### config.mk
export PLATFORM = sky130hd
export DESIGN_NAME = crono_countdown_flat
export DESIGN_NICKNAME = d
export VERILOG_FILES = /design/src/rtl/crono_pkg.sv /design/src/rtl/crono_countdown_if.sv /design/src/rtl/bcd_down2.sv /design/src/rtl/crono_countdown.sv /design/src/flat_wrapper.sv
export SDC_FILE = /design/constraint.sdc
export NUM_CORES = 1
export LEC_CHECK = 0
export CAP_MARGIN = 15
export CORE_MARGIN = 2
export CORE_UTILIZATION = 35
export DETAILED_ROUTE_END_ITERATION = 16
export PLACE_DENSITY_LB_ADDON = 0.25
export SLEW_MARGIN = 20
export SYNTH_ARGS = -nofsm -noshare
export SYNTH_HDL_FRONTEND = slang
export SYNTH_SLANG_ARGS = --single-unit
export TNS_END_PERCENT = 5
### constraint.sdc
create_clock -name clk -period 7.5 [get_ports clk]
set_input_delay 1.5 -clock clk [delete_from_list [all_inputs] [get_ports clk]]
set_output_delay 1.5 -clock clk [all_outputs]
set_load 0.05 [all_outputs]
### src/rtl/crono_pkg.sv
// Shared types and constants for the crono countdown timer.
// Holds the FSM encoding, the BCD field limits and the capture sanitiser.
package crono_pkg;

  typedef enum logic [1:0] {
    ST_IDLE  = 2'd0,
    ST_RUN   = 2'd1,
    ST_PAUSE = 2'd2,
    ST_DONE  = 2'd3
  } crono_state_e;

  localparam logic [7:0] BCD_MAX_MS       = 8'h59;
  localparam logic [7:0] BCD_MAX_H        = 8'h23;
  localparam int         TICK_DIV_DEFAULT = 100000000;

  // Nibbles above 9 become 9; because both nibbles are then valid BCD,
  // a plain magnitude compare against the field limit does the clamp.
  function automatic logic [7:0] bcd_sanitize(input logic [7:0] v, input logic [7:0] lim);
    logic [7:0] t;
    t[7:4] = (v[7:4] > 4'd9) ? 4'd9 : v[7:4];
    t[3:0] = (v[3:0] > 4'd9) ? 4'd9 : v[3:0];
    return (t > lim) ? lim : t;
  endfunction

endpackage

### src/rtl/crono_countdown_if.sv
// Command and display bundle of the countdown timer.
// master = user logic issuing commands, slave = the timer.
interface crono_countdown_if;
  logic       load;
  logic       start;
  logic       stop;
  logic [7:0] hh_in;
  logic [7:0] mm_in;
  logic [7:0] ss_in;
  logic [7:0] hh;
  logic [7:0] mm;
  logic [7:0] ss;
  logic       running;
  logic       irq;

  modport master (
    output load, start, stop, hh_in, mm_in, ss_in,
    input  hh, mm, ss, running, irq
  );

  modport slave (
    input  load, start, stop, hh_in, mm_in, ss_in,
    output hh, mm, ss, running, irq
  );
endinterface

### src/rtl/bcd_down2.sv
// Two-digit BCD down-counter with synchronous load, wrapping 00 -> max_val.
// Latency: value updates 1 clk after load/dec_en; borrow_out is combinational.
// Backpressure: none, load has priority over dec_en.
module bcd_down2 (
  input  logic       clk,
  input  logic       reset,
  input  logic       dec_en,
  input  logic [7:0] max_val,
  input  logic       load,
  input  logic [7:0] load_val,
  output logic [7:0] value,
  output logic       borrow_out
);

  assign borrow_out = dec_en && (value == 8'h00);

  always_ff @(posedge clk or posedge reset) begin
    if (reset) begin
      value <= 8'h00;
    end else if (load) begin
      value <= load_val;
    end else if (dec_en) begin
      if (value == 8'h00)
        value <= max_val;
      else if (value[3:0] == 4'd0)
        value <= {value[7:4] - 4'd1, 4'd9};
      else
        value <= {value[7:4], value[3:0] - 4'd1};
    end
  end

endmodule

### src/rtl/crono_countdown.sv
// BCD hh:mm:ss countdown timer with one-clk expiry irq; CRONO_AUTORELOAD_EN enables periodic reload.
// Latency: load->count 1 clk, start->running 1 clk, final tick->irq 1 clk.
// Backpressure: none; commands are levels sampled every clk, stop beats start, load beats start.
module crono_countdown
  import crono_pkg::*;
#(
  parameter int TICK_DIV = TICK_DIV_DEFAULT,
  parameter int TICK_W   = 27
) (
  input  logic               clk,
  input  logic               reset,
  crono_countdown_if.slave   bus
);

  localparam logic [TICK_W-1:0] PRESC_MAX = TICK_W'(TICK_DIV - 1);

  crono_state_e      state, state_nxt;
  logic [TICK_W-1:0] presc, presc_nxt;
  logic              tick;
  logic              cap;
  logic              ld;
  logic [23:0]       ld_val;
  logic [23:0]       cap_val;
  logic [7:0]        hh_q, mm_q, ss_q;
  logic              ss_borrow, mm_borrow, hh_borrow_unused;
  logic              count_zero, count_one;

  assign cap_val    = {bcd_sanitize(bus.hh_in, BCD_MAX_H),
                       bcd_sanitize(bus.mm_in, BCD_MAX_MS),
                       bcd_sanitize(bus.ss_in, BCD_MAX_MS)};
  assign count_zero = ({hh_q, mm_q, ss_q} == 24'h000000);
  assign count_one  = ({hh_q, mm_q, ss_q} == 24'h000001);

`ifdef CRONO_AUTORELOAD_EN
  logic [23:0] reload_q;
  logic        reload_now;

  always_ff @(posedge clk or posedge reset) begin
    if (reset)
      reload_q <= 24'h000000;
    else if (cap)
      reload_q <= cap_val;
  end

  assign ld     = cap | reload_now;
  assign ld_val = cap ? cap_val : reload_q;
`else
  assign ld     = cap;
  assign ld_val = cap_val;
`endif

  always_ff @(posedge clk or posedge reset) begin
    if (reset) begin
      state <= ST_IDLE;
      presc <= '0;
    end else begin
      state <= state_nxt;
      presc <= presc_nxt;
    end
  end

  always_comb begin
    state_nxt = state;
    presc_nxt = presc;
    tick      = 1'b0;
    cap       = 1'b0;
`ifdef CRONO_AUTORELOAD_EN
    reload_now = 1'b0;
`endif
    case (state)
      ST_IDLE: begin
        if (bus.load) begin
          cap = 1'b1;
        end else if (bus.start && !bus.stop && !count_zero) begin
          state_nxt = ST_RUN;
          presc_nxt = '0;
        end
      end
      ST_RUN: begin
        if (bus.stop) begin
          state_nxt = ST_PAUSE;
        end else if (presc == PRESC_MAX) begin
          tick      = 1'b1;
          presc_nxt = '0;
          if (count_one)
            state_nxt = ST_DONE;
        end else begin
          presc_nxt = presc + TICK_W'(1);
        end
      end
      ST_PAUSE: begin
        if (bus.load) begin
          cap       = 1'b1;
          presc_nxt = '0;
        end else if (bus.start && !bus.stop && !count_zero) begin
          state_nxt = ST_RUN;
        end
      end
      ST_DONE: begin
`ifdef CRONO_AUTORELOAD_EN
        // Prescaler wrapped to 0 on the final tick; the DONE cycle is the
        // first cycle of the next period so irq stays exactly periodic.
        if (reload_q != 24'h000000) begin
          state_nxt  = ST_RUN;
          reload_now = 1'b1;
          presc_nxt  = presc + TICK_W'(1);
        end else begin
          state_nxt = ST_IDLE;
          presc_nxt = '0;
        end
`else
        state_nxt = ST_IDLE;
        presc_nxt = '0;
`endif
      end
      default: begin
        state_nxt = ST_IDLE;
        presc_nxt = '0;
      end
    endcase
  end

  bcd_down2 u_ss (
    .clk(clk), .reset(reset), .dec_en(tick), .max_val(BCD_MAX_MS),
    .load(ld), .load_val(ld_val[7:0]), .value(ss_q), .borrow_out(ss_borrow)
  );

  bcd_down2 u_mm (
    .clk(clk), .reset(reset), .dec_en(ss_borrow), .max_val(BCD_MAX_MS),
    .load(ld), .load_val(ld_val[15:8]), .value(mm_q), .borrow_out(mm_borrow)
  );

  bcd_down2 u_hh (
    .clk(clk), .reset(reset), .dec_en(mm_borrow), .max_val(BCD_MAX_H),
    .load(ld), .load_val(ld_val[23:16]), .value(hh_q), .borrow_out(hh_borrow_unused)
  );

  assign bus.hh      = hh_q;
  assign bus.mm      = mm_q;
  assign bus.ss      = ss_q;
  assign bus.running = (state == ST_RUN);
  assign bus.irq     = (state == ST_DONE);

endmodule

### src/flat_wrapper.sv
// flat-port wrapper written by rule: the top's interface ports become plain ports
module crono_countdown_flat import crono_pkg::*;
#(
  parameter int TICK_DIV = TICK_DIV_DEFAULT,
  parameter int TICK_W   = 27
)
  (clk, reset, bus_load, bus_start, bus_stop, bus_hh_in, bus_mm_in, bus_ss_in, bus_hh, bus_mm, bus_ss, bus_running, bus_irq);
  crono_countdown_if bus_i ();
  input  logic clk;
  input  logic reset;
  input wire logic [$bits(bus_i.load)-1:0] bus_load;
  input wire logic [$bits(bus_i.start)-1:0] bus_start;
  input wire logic [$bits(bus_i.stop)-1:0] bus_stop;
  input wire logic [$bits(bus_i.hh_in)-1:0] bus_hh_in;
  input wire logic [$bits(bus_i.mm_in)-1:0] bus_mm_in;
  input wire logic [$bits(bus_i.ss_in)-1:0] bus_ss_in;
  output wire logic [$bits(bus_i.hh)-1:0] bus_hh;
  output wire logic [$bits(bus_i.mm)-1:0] bus_mm;
  output wire logic [$bits(bus_i.ss)-1:0] bus_ss;
  output wire logic [$bits(bus_i.running)-1:0] bus_running;
  output wire logic [$bits(bus_i.irq)-1:0] bus_irq;
  assign bus_i.load = bus_load;
  assign bus_i.start = bus_start;
  assign bus_i.stop = bus_stop;
  assign bus_i.hh_in = bus_hh_in;
  assign bus_i.mm_in = bus_mm_in;
  assign bus_i.ss_in = bus_ss_in;
  assign bus_hh = bus_i.hh;
  assign bus_mm = bus_i.mm;
  assign bus_ss = bus_i.ss;
  assign bus_running = bus_i.running;
  assign bus_irq = bus_i.irq;
  crono_countdown #(.TICK_DIV(TICK_DIV), .TICK_W(TICK_W)) u_core (.clk(clk), .reset(reset), .bus(bus_i));
endmodule
==> summary.md, run 1 <==
| Metric | Value |
|---|---|
| Vias | `3329` |
| Rows | `36` |
| Total GRT Usage | `17.2%` |
| Final nets | `between 400 and 500` |
| Synth Instances | `a little under 400` |
| Top post-synthesis cells by area | `dfrtp_1, o21ai_0, ha_1, nand2_1, a21oi_1` |
| Switching Fraction | `slightly below 40%` |
| #FFs+latches synth | `53` |
| Hold Crit Class | `reg -> reg` |
| Clock power share | `roughly 24%` |
| First-pass GRT wire length | `between 15000 and 20000 um` |
| Drt wl/cell | `approximately 16 um` |
| Proportion of layout cells with a drive suffix above 1 | `between 7 and 8%` |
| Post-synth EDFFs | `0` |
| Die area | `about 11000 um2` |
| Buf+Inv Stages, Crit Path | `1` |
| Pwr per Cell Area | `197 nW/um2` |
| Peak Freq | `roughly 280 MHz` |
| Synth Area per Inst | `around 9 um2` |
| Dominant cell type by area after synthesis | `dfrtp_1` |
| RSZ-0062 raised after global routing | `false` |
| Asr flop ratio synth | `between 90% and 100%` |
| CP Launch Type | `input pin` |
| Setup WS post-layout | `~3.9 ns` |
| Top Ports | `55` |
| Root cell of the clock tree | `clkbuf_8` |
| Drt first pass iters | `4` |
| Crit path max fanout | `18` |
| Post-route DRC | `0` |
| Routed Wire Length | `9270 um` |
| Clk_skew | `slightly above 0.009 ns` |
| Setup tns final | `0 ns` |
| VDD IR max | `approximately 0.14 mV` |
| CTS max path bufs | `2` |
| Initial detailed-routing violation count | `161` |
| Port Buf Inserts | `54` |
| Routed vias/inst | `approximately 5.7` |
| Starting Density | `approximately 36%` |
| Worst-Margin Slew | `0.973 ns` |
| Final setup viols | `0` |
| Internal Power | `~0.00052 W` |
| Tmin final | `3.62 ns` |
| Netlist cell types | `a little over 70` |
| CTS-repair resized insts | `0` |
| Area grow syn2layout | `21.5%` |
| Worst path cell trace | `clkdlybuf4s50_1 > nand2b_1 > nor4_1 > nand2_1 > o2111a_1 > a211oi_1` |
| Req. time, crit path | `between 7 and 8 ns` |
| Critical path type | `in -> reg` |
| Clock Latency Late Sink | `between 0.3 and 0.4 ns` |
| Critical-path top delay cell | `nor4_1` |
| Seq/Total Area, Yosys | `37.4%` |
| Core area | `9820 um2` |
| Outcome | `finished clean` |
| Commonest cells post-synth | `dfrtp_1, nand2_1, o21ai_0` |
| Critical path's top delay family | `simple AND/OR/NAND/NOR gates` |
| Antenna fix cells | `0` |
| Crit. End Element | `register` |
| Sequential power share | `between 40% and 50%` |
| Post-CTS setup buffer count | `0` |
| Syn Nets | `between 400 and 500` |
| Fin crit share | `around half` |
| Cell with the most instances after synthesis | `dfrtp_1` |
| Crit-path max cell delay | `between 0.7 and 0.8 ns` |
| Number of global-route vias before repair | `between 3000 and 4000` |
| Largest net degree at the start of global routing | `54` |
| Slew Limit Headroom | `a little over a third` |
| Detail Route Antenna Nets | `0` |
| HPWL after DPL | `between 6000 and 7000 um` |
| Yosys top cell area share | `around 37%` |
| Synthesis Warnings | `0` |
| Die Wd | `105 um` |
| Main flop type after synthesis | `dfrtp_1` |
| Final hold vios | `0` |
| Lkg Pwr | `between 1.5 and 2 nW` |
| Clock transition at path regs | `roughly 0.11 ns` |
| Switch Pwr | `between 0.0003 and 0.0004 W` |
| Sink Count | `53` |
| DP Worst Slack | `~3.6 ns` |
| GP Congestion | `0.814` |
| Critical Path AT | `3.84 ns` |
| Cts bufs inserted | `5` |
| Max-cap check violation count | `0` |
| Post-route cell area | `between 4000 and 5000 um2` |
| H-tree depth | `2` |
| Global route overflow | `0` |
| DIE HEIGHT | `approximately 100 um` |
| Hold buffer count at cts | `0` |
| Synthesized area | `between 3000 and 4000 um2` |
| Initial antenna violation count | `0` |
| Fin. max-slew vios | `0` |
| CTS tree | `built` |
| Placed inst area | `~4200 um2` |
| Comb pwr share | `34.4%` |
[metal layers]
layer	share of wire, %	vias to the layer above	track usage, %
met3	3.2	7	2.43
met4	1.0	0	4.86
met2	47	51	27.3
met1	49	1643	24.4
met5	0	-	0
li1	-	1628	-
[placed cells by master (no fill, tap or decap), types with 4 or more instances in the layout]
master,Yosys,routed
or3_1,5,5
or4_1,11,11
a221o_1,4,4
nand4_1,12,12
o31ai_1,11,11
and4_1,5,5
inv_1,24,23
nor4_1,6,6
a211oi_1,5,5
nor2_1,25,25
and3_1,7,7
nand3_1,13,13
nor3_1,11,11
nand2_1,36,36
dfrtp_1,53,53
mux2i_1,5,5
clkbuf_8,0,5
a21oi_1,21,21
nand2b_1,5,5
clkdlybuf4s50_1,0,54
o21ai_0,33,33
ha_1,12,12
a31oi_1,9,9
[path summary, 6_finish.rpt]
check	startpoint	to	slack, ns	cells past startpoint
max	bus_load	u_core.u_hh.value[4]	3.88	6
min	u_core.presc[15]	u_core.presc[15]	0.52	1
max reg2reg	u_core.u_ss.value[4]	u_core.presc[18]	4.17	7
min reg2reg	u_core.presc[15]	u_core.presc[15]	0.52	1
max in group asynchronous	reset	u_core.u_ss.value[5]	5.33	3
min in group asynchronous	reset	u_core.presc[24]	1.69	3
[through the flow]
stage	std cells	util, %	power [W]	hold slack [ns]
2_1_floorplan	397	-	0.000547	0.458
3_3_place_gp	573	42.7	0.000644	0.484
3_5_place_dp	573	42.7	0.000648	0.500
4_1_cts	581	43.8	0.000855	0.515
5_1_grt	581	43.8	0.000900	0.549
6_report	581	43.8	0.000847	0.518
[cell families after synthesis]
| family | Yosys count | share of synthesized area, % |
|---|---|---|
| buffers and inverters | 37 | 4.63 |
| muxes | 8 | 2.37 |
| and+or+nand+nor | 166 | 28.4 |
| adders and majority gates | 12 | 4.24 |
| DFF | 53 | 37.4 |
| xor gates and xnor gates | 1 | 0.247 |
| AOI/OAI and AO/OA | 120 | 22.6 |
[power groups by stage]
stage	combinational (W)	clock, W	sequential [W]
after floorplan	0.000127	0	0.000420
final	0.000291	0.000204	0.000352
after global routing	0.000318	0.000224	0.000358
after CTS	0.000293	0.000211	0.000352
after detailed placement	0.000292	0	0.000356
after global placement	0.000287	0	0.000356
[registers in the layout, summed over array words and instances, names as in the netlist]
signal,flops
u_core.u_ss.value,8
u_core.u_mm.value,8
u_core.presc,27
u_core.state,2
u_core.u_hh.value,8
[area by class of cell]
cell class | count | area (um2)
clock buffer | 5 | 68.8
clock inverter | 3 | 46.3
fill | 985 | 5510
inverter | 24 | 90.1
multi-input combinational | 307 | 2050
sequential | 53 | 1330
tap | 133 | 166
timing repair buffer | 56 | 556
No activity file was read; power rests on OpenSTA's default activity.
==> run 2, diff against run 1 <==
==> constraint.sdc (replaced) <==
create_clock -name clk -period 3.34 [get_ports clk]
set_input_delay 0.668 -clock clk [delete_from_list [all_inputs] [get_ports clk]]
set_output_delay 0.668 -clock clk [all_outputs]
set_load 0.05 [all_outputs]
==> summary.md, run 2 (synthesis results as in run 1) <==
| Metric | Value |
|---|---|
| Outcome | `finished clean` |
| Req. time, crit path | `3.54 ns (-4.18 ns)` |
| Vias | `3376 (+1.4%)` |
| Starting Density | `36.1% (unchanged)` |
| Commonest non-fill, non-tap cell in the layout | `clkdlybuf4s50_1` |
| First-pass GRT wire length | `15900 um (+1.5%)` |
| H-tree depth | `2 (unchanged)` |
| Drt first pass iters | `4 (unchanged)` |
| Pwr per Cell Area | `425 nW/um2 (+120%)` |
| Slew Limit Headroom | `51.2% (+16 points)` |
| Post-route DRC | `0 (unchanged)` |
| Non-filler instance count after layout | `593 (+2.1%)` |
| Die area | `10900 um2 (unchanged)` |
| Post-CTS setup buffer count | `0 (unchanged)` |
| Hold buffer count at cts | `0 (unchanged)` |
| Largest register by flop count | `u_core.presc` |
| Max reg flops | `27 (unchanged)` |
| Proportion of layout cells with a drive suffix above 1 | `9.57% (+2.4 points)` |
| CTS-repair resized insts | `0 (unchanged)` |
| Cts bufs inserted | `5 (unchanged)` |
| Multi-input logic area | `2050 um2 (unchanged)` |
| Routed vias/inst | `5.69 (-0.64%)` |
| Hold Crit Class | `reg -> reg` |
| Final setup viols | `0 (unchanged)` |
| Worst-Margin Slew | `0.722 ns (-0.251 ns)` |
| GP Congestion | `0.842 (+3.5%)` |
| Fin. max-slew vios | `0 (unchanged)` |
| Max-cap check violation count | `0 (unchanged)` |
| Lkg Pwr | `1.73 nW (+3.7%)` |
| Drt wl/cell | `15.6 um (-2.4%)` |
| Fin crit share | `between 80% and 90%` |
| RSZ-0062 raised after global routing | `false` |
| Tmin final | `approximately 2.8 ns` |
| Crit. End Element | `register` |
| CP Launch Type | `register` |
| CTS tree | `built` |
| Root cell of the clock tree | `clkbuf_8` |
| Final nets | `500 (+2.5%)` |
| Rows | `36 (unchanged)` |
| Clk_skew | `0.0128 ns (+0.00350 ns)` |
| Initial detailed-routing violation count | `238 (+48%)` |
| Fillers | `1006 (+2.1%)` |
| Total GRT Usage | `17.2% (about the same)` |
| Critical path type | `reg -> reg` |
| CTS max path bufs | `2 (unchanged)` |
| Critical Path AT | `3.02 ns (-0.82 ns)` |
| VDD IR max | `0.329 mV (+130%)` |
| FF-to-FF setup slack | `0.51 ns (-3.66 ns)` |
| HPWL after DPL | `6850 um (+1.8%)` |
| Number of global-route vias before repair | `3218 (-0.34%)` |
| DIE HEIGHT | `105 um (unchanged)` |
| Register area | `1330 um2 (unchanged)` |
| Highest-count cells in the layout ignoring fill and taps | `clkdlybuf4s50_1, dfrtp_1, nand2_1` |
| Area grow syn2layout | `23.7%` |
| Setup tns final | `0 ns (unchanged)` |
| Port Buf Inserts | `54 (unchanged)` |
| Clock transition at path regs | `0.10 ns (about the same)` |
| Antenna fix cells | `0 (unchanged)` |
| Die Wd | `105 um (unchanged)` |
| Initial antenna violation count | `0 (unchanged)` |
| Peak Freq | `354 MHz` |
| Routed Wire Length | `9240 um (-0.38%)` |
| Sink Count | `53 (unchanged)` |
| Top Ports | `55 (unchanged)` |
| Final hold vios | `0 (unchanged)` |
| Largest net degree at the start of global routing | `54 (unchanged)` |
| Dpl cells | `585 (+2.1%)` |
| Core area | `9820 um2 (unchanged)` |
| Detail Route Antenna Nets | `0 (unchanged)` |
| Crit path max fanout | `12 (-6)` |
| Global route overflow | `0 (unchanged)` |
| Clock Latency Late Sink | `0.30 ns (-0.02 ns)` |
==> run 2: changes by cell type in the layout (fill, tap and decap cells not counted), sizes merged <==
cell      previous run  this run
clkbuf               5         7
bufinv               1         0
buf                  2        14
clkinvlp             1         0
==> run 2: worst paths after layout <==
check                      cells after the start                 start                    to
max reg2reg                                    7  u_core.u_ss.value[4]       u_core.presc[5]
min                                            1       u_core.presc[6]       u_core.presc[6]
min reg2reg                                    1       u_core.presc[6]       u_core.presc[6]
max in group asynchronous                      3                 reset      u_core.presc[17]
min in group asynchronous                      3                 reset  u_core.u_hh.value[6]
max                                            7  u_core.u_ss.value[4]       u_core.presc[5]
==> run 2: where the power goes <==
group          internal [W]  leakage, nW  switching, W
clock network      0.000188       0.0542      0.000213
registers          0.000701        0.692     0.0000879
logic              0.000255        0.980      0.000419
==> run 2: metrics by stage <==
step	power [W]	cell area (um2)	hold slack, ns	setup slack, ns	utilization (%)
floorplan	0.00123	3540	0.458	0.679	-
global placement	0.00147	4280	0.487	0.339	43.6
detailed placement	0.00148	4280	0.496	0.277	43.6
CTS	0.00189	4380	0.511	0.498	44.6
global route	0.00197	4380	0.538	0.329	44.6
finish	0.00186	4380	0.509	0.515	44.6
==> run 2: critical path: stages, from the launching register on <==
cell     delay, ns
dfrtp_1       0.42
inv_1         0.09
ha_1          0.20
or3b_2        0.49
or4_1         0.50
o21ai_2       0.46
nor2_1        0.22
a221o_1       0.33
==> run 2: final cells by class <==
cell class              count  share of cell area, %
multi-input cells         307                   46.8
flip-flops and latches     53                   30.3
repair buffers             68                   14.7
well taps                 133                   3.80
clock buffers               7                   2.20
inverters                  24                   2.06
clock inverters             1                  0.114
==> run 2: layer usage <==
metal	up-vias	part of all wire [%]	GRT usage, %
met5	-	0	0
li1	1651	-	-
met4	0	0.47	3.05
met3	2	3.3	2.25
met1	1663	49	25.1
met2	60	47	27.5
